--- src/rtl/ooo_pkg.sv ---
`default_nettype none
// +----------------------------------------------------------------------+
// | ooo_pkg : shared constants, ROB entry type and age helper            |
// | Revision: 1.0                                                        |
// +----------------------------------------------------------------------+
package ooo_pkg;

  localparam int         ROB_DEPTH = 8;
  localparam logic [2:0] FU_LD     = 3'd6;
  localparam logic [2:0] FU_ST     = 3'd7;
  localparam logic [2:0] FU_BR     = 3'd5;

  typedef struct packed {
    logic       valid;
    logic       done;
    logic       is_ld;
    logic       is_st;
    logic [6:0] rd;
    logic [1:0] lq_snap;
    logic [1:0] sq_snap;
  } rob_entry_t;

  // Distance from head in program order; 3-bit wrap is intentional.
  function automatic logic [2:0] rob_age(input logic [2:0] idx, input logic [2:0] head);
    return idx - head;
  endfunction

endpackage
`default_nettype wire

--- src/rtl/rob_age_mask.sv ---
`default_nettype none
// +----------------------------------------------------------------------+
// | rob_age_mask : marks valid entries younger than the resolving branch |
// | Revision: 1.0                                                        |
// +----------------------------------------------------------------------+
module rob_age_mask
  import ooo_pkg::*;
(
  input  logic [2:0]           head,
  input  logic [2:0]           br_rob_idx,
  input  logic [ROB_DEPTH-1:0] valid,
  output logic [ROB_DEPTH-1:0] flush_mask
);

  logic [2:0] w_br_age;

  always_comb begin
    w_br_age   = rob_age(br_rob_idx, head);
    flush_mask = '0;
    for (int i = 0; i < ROB_DEPTH; i++) begin
      flush_mask[i] = valid[i] && (rob_age(3'(i), head) > w_br_age);
    end
  end

endmodule
`default_nettype wire

--- src/rtl/rob.sv ---
`default_nettype none
// +----------------------------------------------------------------------+
// | rob : 8-entry reorder buffer, in-order retire, branch flush to LSU   |
// | Revision: 1.0                                                        |
// +----------------------------------------------------------------------+
module rob
  import ooo_pkg::*;
#(
  parameter int DEPTH = ROB_DEPTH
) (
  input  logic       clk,
  input  logic       rst,
  input  logic       decode_valid,
  input  logic [2:0] DC_fu_sel,
  input  logic [6:0] DC_rd,
  input  logic [1:0] LQ_tail,
  input  logic [1:0] SQ_tail,
  output logic [2:0] DC_rob_idx,
  output logic       rob_ready,
  input  logic       alu_wb_valid,
  input  logic [2:0] alu_wb_rob_idx,
  input  logic       ld_o_valid,
  input  logic [2:0] ld_o_rob_idx,
  input  logic       st_done_valid,
  input  logic [2:0] st_done_rob_idx,
  input  logic       br_valid,
  input  logic [2:0] br_rob_idx,
  input  logic       br_mispredict,
  output logic       ld_commit,
  output logic       st_commit,
  output logic       commit_valid,
  output logic [6:0] commit_rd,
  output logic       mispredict,
  output logic [7:0] flush_mask,
  output logic [1:0] mis_ld_idx,
  output logic [1:0] mis_st_idx
);

  rob_entry_t       entries_q [DEPTH];
  rob_entry_t       entries_d [DEPTH];
  logic [2:0]       head_q, head_d;
  logic [2:0]       tail_q, tail_d;
  logic [3:0]       count_q, count_d;

  logic [DEPTH-1:0] w_valid;
  logic [DEPTH-1:0] w_raw_mask;
  logic             w_alloc;
  logic             w_retire;
  logic [2:0]       w_br_age;
  rob_entry_t       w_head;

  always_comb begin
    for (int i = 0; i < DEPTH; i++) w_valid[i] = entries_q[i].valid;
  end

  rob_age_mask u_age_mask (
    .head       (head_q),
    .br_rob_idx (br_rob_idx),
    .valid      (w_valid),
    .flush_mask (w_raw_mask)
  );

  always_comb begin
    entries_d = entries_q;
    head_d    = head_q;
    tail_d    = tail_q;
    count_d   = count_q;

    mispredict = br_valid && br_mispredict;
    rob_ready  = (count_q != 4'd8);
    DC_rob_idx = tail_q;
    w_alloc    = decode_valid && rob_ready && !mispredict;
    w_br_age   = rob_age(br_rob_idx, head_q);

    w_head       = entries_q[head_q];
    w_retire     = w_head.valid && w_head.done;
    commit_valid = w_retire;
    commit_rd    = w_retire ? w_head.rd : 7'd0;
    ld_commit    = w_retire && w_head.is_ld;
    st_commit    = w_retire && w_head.is_st;

    flush_mask = mispredict ? w_raw_mask : '0;
    mis_ld_idx = mispredict ? entries_q[br_rob_idx].lq_snap : 2'd0;
    mis_st_idx = mispredict ? entries_q[br_rob_idx].sq_snap : 2'd0;

    // Writebacks to invalid (flushed or not yet allocated) slots are dropped.
    if (alu_wb_valid && entries_q[alu_wb_rob_idx].valid)   entries_d[alu_wb_rob_idx].done  = 1'b1;
    if (ld_o_valid && entries_q[ld_o_rob_idx].valid)       entries_d[ld_o_rob_idx].done    = 1'b1;
    if (st_done_valid && entries_q[st_done_rob_idx].valid) entries_d[st_done_rob_idx].done = 1'b1;
    if (br_valid && entries_q[br_rob_idx].valid)           entries_d[br_rob_idx].done      = 1'b1;

    if (w_alloc) begin
      entries_d[tail_q] = '{valid:   1'b1,
                            done:    1'b0,
                            is_ld:   (DC_fu_sel == FU_LD),
                            is_st:   (DC_fu_sel == FU_ST),
                            rd:      DC_rd,
                            lq_snap: LQ_tail,
                            sq_snap: SQ_tail};
      tail_d = tail_q + 3'd1;
    end

    if (w_retire) begin
      entries_d[head_q] = '0;
      head_d            = head_q + 3'd1;
    end

    if (mispredict) begin
      for (int i = 0; i < DEPTH; i++) begin
        if (flush_mask[i]) entries_d[i] = '0;
      end
      tail_d  = br_rob_idx + 3'd1;
      count_d = {1'b0, w_br_age} + 4'd1 - {3'b0, w_retire};
    end else begin
      count_d = count_q + {3'b0, w_alloc} - {3'b0, w_retire};
    end
  end

  always_ff @(posedge clk or posedge rst) begin
    if (rst) begin
      for (int i = 0; i < DEPTH; i++) entries_q[i] <= '0;
      head_q  <= '0;
      tail_q  <= '0;
      count_q <= '0;
    end else begin
      for (int i = 0; i < DEPTH; i++) entries_q[i] <= entries_d[i];
      head_q  <= head_d;
      tail_q  <= tail_d;
      count_q <= count_d;
    end
  end

endmodule
`default_nettype wire

--- config.mk ---
export PLATFORM = sky130hd
export DESIGN_NAME = rob
export DESIGN_NICKNAME = d
export VERILOG_FILES = /design/src/rtl/ooo_pkg.sv /design/src/rtl/rob_age_mask.sv /design/src/rtl/rob.sv
export SDC_FILE = /design/constraint.sdc
export NUM_CORES = 1
export LEC_CHECK = 0
export CAP_MARGIN = 20
export CORE_ASPECT_RATIO = 1.2
export CORE_UTILIZATION = 35
export CTS_CLUSTER_SIZE = 10
export DETAILED_ROUTE_END_ITERATION = 10
export PLACE_DENSITY = 0.51
export SLEW_MARGIN = 30
export SYNTH_ARGS = -nofsm -noshare
export SYNTH_HDL_FRONTEND = slang
export SYNTH_SLANG_ARGS = --single-unit
--- constraint.sdc ---
create_clock -name clk -period 11.11 [get_ports clk]
set_input_delay 3.333 -clock clk [delete_from_list [all_inputs] [get_ports clk]]
set_output_delay 3.333 -clock clk [all_outputs]
set_load 0.005 [all_outputs]
# Yosys cells after proc, flatten, opt, wreduce, memory -nomap -nowiden
# Cells that the tools add are included.
dict set report totals {
  reg_bits 130
  input_bits 34
  elab_cells 186
}
dict set report op_classes {
  addsub 16
  n_lt_le_gt_ge 20
  n_eq_ne 3
  mux 54
  bitwise_logic 8
  reduce_logical 26
}
# operator n
set op_table {}
lappend op_table {{2-to-1 mux 120 bit} 7}
lappend op_table {{bitwise mux 120 bit} 5}
lappend op_table {{2-to-1 mux 15 bit} 20}
lappend op_table {{demux 15 bit (select 3 bit)} 6}
lappend op_table {{binary-select mux 15 bit (select 3 bit)} 5}
lappend op_table {{bitwise AND 120 bit} 1}
lappend op_table {{inverter 120 bit} 1}
lappend op_table {{2-to-1 mux 14 bit} 4}
lappend op_table {{greater-or-equal comparator 4 bit (second input constant)} 6}
lappend op_table {{> comparator 3 bit} 8}
lappend op_table {{logical AND 1 bit} 24}
lappend op_table {{less-than comparator 4 x 1 -> 1 bit (second input constant)} 6}
lappend op_table {{inverter 3 -> 4 bit} 6}
lappend op_table {{subtractor 3 bit (first input constant)} 4}
lappend op_table {{adder 3 x 1 -> 3 bit (second input constant)} 3}
lappend op_table {{2-to-1 mux 8 bit} 1}
lappend op_table {{subtractor 4 x 1 -> 4 bit} 2}
lappend op_table {{2-to-1 mux 7 bit} 1}
lappend op_table {{equality test 3 bit (second input constant)} 2}
lappend op_table {{2-to-1 mux 3 bit} 2}
lappend op_table {{subtractor 1 x 3 -> 3 bit (first input constant)} 2}
lappend op_table {{subtractor 2 x 3 -> 3 bit (first input constant)} 2}
lappend op_table {{adder 3 x 1 -> 4 bit (second input constant)} 1}
lappend op_table {{adder 4 x 1 -> 4 bit} 1}
lappend op_table {{6 further kinds} 7}

# Logic depth before layout (Yosys ltp)
dict set report depth {
  ltp_word 19
  mapped_depth 14
}

# Cells and area by module
# A second synthesis with hierarchy kept.
dict set report hier_totals {
  hier_cells 834
  area_unflattened_um2 7860.0
}
# module instances cells_each area_each_um2 seq_area_each_um2
set by_module_without_submodules {}
lappend by_module_without_submodules {rob 1 778 7415.9 3253.1}
lappend by_module_without_submodules {rob_age_mask 1 56 444.2 0.0}

# Worst setup path before layout
# Ideal clock, no wire load.
dict set report synth_timing {
  path_type {input to output}
  from {in br_rob_idx[0]}
  to {out flush_mask[2]}
  arrival_ns 5.356
  setup_slack_ns 2.421
  path_stages 11
  n_path_buf 1
  cell_sequence {clkbuf_1 inv_1 ha_1 inv_1 fa_1 xnor2_1 xnor2_1 inv_1 ha_1 a31oi_1 and2_1}
}
dict set report synth_between {
  elab_chain_len 4
}
# element line_no
set synth_rtl {}
lappend synth_rtl {{start, declared} rob.sv:27} ;# input logic [2:0] br_rob_idx,
lappend synth_rtl {{subtractor 3 bit} ooo_pkg.sv:25} ;# return idx - head;
lappend synth_rtl {{> comparator 3 bit} rob_age_mask.sv:21} ;# flush_mask[i] = valid[i] && (rob_age(3'(i), head) > w_br_age);
lappend synth_rtl {{logical AND 1 bit} rob_age_mask.sv:21}
lappend synth_rtl {{2-to-1 mux 8 bit} rob.sv:82} ;# flush_mask = mispredict ? w_raw_mask : '0;
lappend synth_rtl {{end, declared} rob.sv:34} ;# output logic [7:0] flush_mask,
# Every way passes these cells.

# Worst setup path after layout
dict set report layout_timing {
  from {in br_rob_idx[0]}
  to {out flush_mask[0]}
}
# Same word-level chain as after synthesis.

==> summary.md <==
| Metric | Value |
|---|---|
| Status | completed |
| Via Count | 6476 |
| Final setup viols | 0 |
| Worst vdd ir | 116 uV |
| Post-route DRC | 0 |
| Pwr dens | 291 mW/mm^2 |
| Mapped Cells | 811 |
| Final Instance Area | 0.00895 mm^2 |
| FMAX | 99.4 MHz |
| Critical Path RT | 7.78 ns |
| Antenna Diode Count | 0 |
| Critical path capture point type | output pin |
| Ports | 61 |
| First-pass GRT wire length | 38.5 mm |
| Final min period | 10.06 ns |
| Reg2Reg Launch Point | head_q[2] |
| GR Util met1 | 0.302 |
| GP Congestion | 0.896 |
| Crit path from | br_rob_idx[0] |
| CTS Buf Count | 17 |
| Die H | 163 um |
| Critical Path Fanout Max | 9 |
| Unique masters post-synth | 48 |
| Leading register cell type out of synthesis | dfrtp_1 |
| Startpoint types | input pin |
| Slew Viols, Final | 0 |
| Fraction of layout cells with a size suffix above 1 | 0.101 |
| Die area | 0.0223 mm^2 |
| Period utilisation layout | 0.906 |
| DR pass1 iterations | 5 |
| CTS H-tree lvls | 4 |
| Number of port buffers | 60 |
| Syn Std Cell Area | 0.00759 mm^2 |
| Root Buffer | clkbuf_16 |
| Routed Antenna Nets | 0 |
| DR iter-0 viols | 518 |
| Placed cell count | 1090 |
| Most common cell in the netlist | nand2_1 |
| Flops & latches, synth | 130 |
| Met2 usage | 0.398 |
| GRT Max-Usage Layer | met2 |
| Core area | 0.0211 mm^2 |
| Max clock buf depth | 2 |
| Clock latency on the worst-skew pair | 0.42 ns |
| CTS tree | built |
| Sink Count | 130 |
| Die Wd | 136 um |
| Max_cap viols | 0 |
| Post-synth EDFFs | 0 |
| Sequential fraction of the synthesis area | 0.429 |
| Congestion Overflow GR | 0 |
| RSZ-0062 raised after global routing | no |
| Total GRT Usage | 0.237 |
| Multi-input combinational cell area | 0.00399 mm^2 |
| Post_cts resized | 0 |
| Asr flop ratio synth | 1.00 |
| Synth cell count leaders | 163 x nand2_1, 130 x dfrtp_1, 90 x a21oi_1, 60 x nor2_1, 48 x mux2i_1 |
| Sequential Area | 0.00325 mm^2 |
| Synth area leader | dfrtp_1 |
| Fill cell count | 2047 |
| Area after DPL | 0.00834 mm^2 |
| Worst Hold Class | register to register |
| Layout Skew | 0.0108 ns |
| Synthesized net count | 877 |
| Final WL | 25.2 mm |
| Num rows | 58 |
| Synth top area cells | dfrtp_1 43%, nand2_1 8.1%, mux4_2 6.5%, mux2i_1 6.3%, a21oi_1 5.9% |
| Min-Delay Startpoint | entries_q[114] |
| Initial core utilization | 0.359 |
| CP arrival | 6.73 ns |
| Final nets | 906 |
| Reg clk slew, reported paths | 0.05 ns |
| Drt wl/cell | 22.4 um |
| Final Hold Vio Count | 0 |
| Yosys warnings | 0 |
| Non-Filler Instances | 1122 |
| Vias in the first global route | 6600 |
| Util after Layout | 0.424 |
| Leakage power | 0.00379 uW |
| # Post-CTS Setup Buffers | 0 |
| Drt via density | 5.77 |
| Largest net degree at the start of global routing | 73 |
| DP HPWL | 16.3 mm |
| Kind of critical path | input pin to output pin |
| Initial antenna violation count | 0 |
| Fin Setup TNS | 0 ns |
| Worst slew pin tran | 1.03 ns |
| Cts hold-fix bufs | 0 |
| Syn Area/Cell | 9.36 um^2 |
| Layout area overhead | 18.0% |
| Met3 usage | 0.0372 |
| Top cell type's share of synthesized area | 0.429 |
| Max-slew headroom | 0.311 |
==> cells in the final DEF, fill, tap and decap left out, types with 7 or more instances in the layout <==
cell type,synthesis,routed
mux4_2,22,22
nand2_1,163,162
inv_1,23,22
o21ai_0,43,43
clkdlybuf4s50_1,0,60
dfrtp_1,130,130
buf_4,3,11
clkbuf_16,0,17
a21o_1,11,11
a221oi_1,7,7
a31oi_1,8,8
nand3_1,10,10
ha_1,30,30
xor2_1,7,7
nor2b_1,7,7
nor2_1,60,59
mux2i_1,48,48
and2_1,8,8
a21oi_1,90,90
a22oi_1,20,20
==> flip-flops by register name, summed over array words and instances (netlist names) <==
name        flops
entries_q     120
count_q         4
DC_rob_idx      3
head_q          3
==> logic make-up (layout without fill, tap and decap cells) <==
logic type / count (synthesis) / count (layout) / synth area share
simple gates: 273 / 273 / 0.153
mux: 72 / 72 / 0.132
fa+ha+maj: 32 / 32 / 0.0547
buf+inv: 85 / 126 / 0.0491
compound gates: 208 / 208 / 0.170
flops: 130 / 130 / 0.429
xor+xnor: 11 / 11 / 0.0127
==> layout make-up <==
cell class / instances / area share
clock buffer: 21 / 0.0503
multi-input combinational: 596 / 0.446
sequential: 130 / 0.363
inverter: 23 / 0.0102
clock inverter: 10 / 0.0150
tap: 270 / 0.0377
timing repair buffer: 72 / 0.0778
==> critical path: stages <==
cell and delay [ns]:
clkdlybuf4s50_1 0.63, inv_1 0.24, ha_1 0.22, inv_1 0.08, fa_1 0.38, xnor2_1 0.21, xnor2_1 0.17, inv_1 0.22
ha_1 0.35, a31oi_1 0.25, and2_1 0.16, clkdlybuf4s50_1 0.49
==> final timing paths <==
path | cells past startpoint | slack, ns | to
setup / recovery | 12 | 1.05 | flush_mask[0]
hold / removal | 2 | 0.52 | entries_q[114]
setup reg to reg | 7 | 7.26 | entries_q[2]
hold reg to reg | 2 | 0.52 | entries_q[114]
max in group asynchronous | 3 | 6.45 | entries_q[21]
min in group asynchronous | 2 | 3.41 | entries_q[43]
==> layer usage <==
metal / part of all wire / up-vias
li1: - / 2900
met1: 0.42 / 3248
met2: 0.49 / 282
met3: 0.062 / 46
met4: 0.027 / 0
met5: 0 / -
==> report_power, final <==
part | total, uW | internal, uW | leakage [uW] | switching [uW]
Combinational | 1200 | 502 | 0.00181 | 697
Sequential | 840 | 671 | 0.00170 | 169
Clock | 568 | 356 | 0.000283 | 212
==> per-stage QoR <==
| stage | hold WS, ns | setup WS (ns) | total power, uW |
|---|---|---|---|
| floorplan | 0.481 | 2.42 | 1630 |
| global placement | 0.500 | 1.14 | 1990 |
| detailed placement | 0.515 | 1.10 | 2030 |
| CTS | 0.523 | 1.08 | 2610 |
| global route | 0.536 | 0.928 | 2780 |
| finish | 0.521 | 1.05 | 2610 |
No activity file was read; power rests on OpenSTA's default activity.
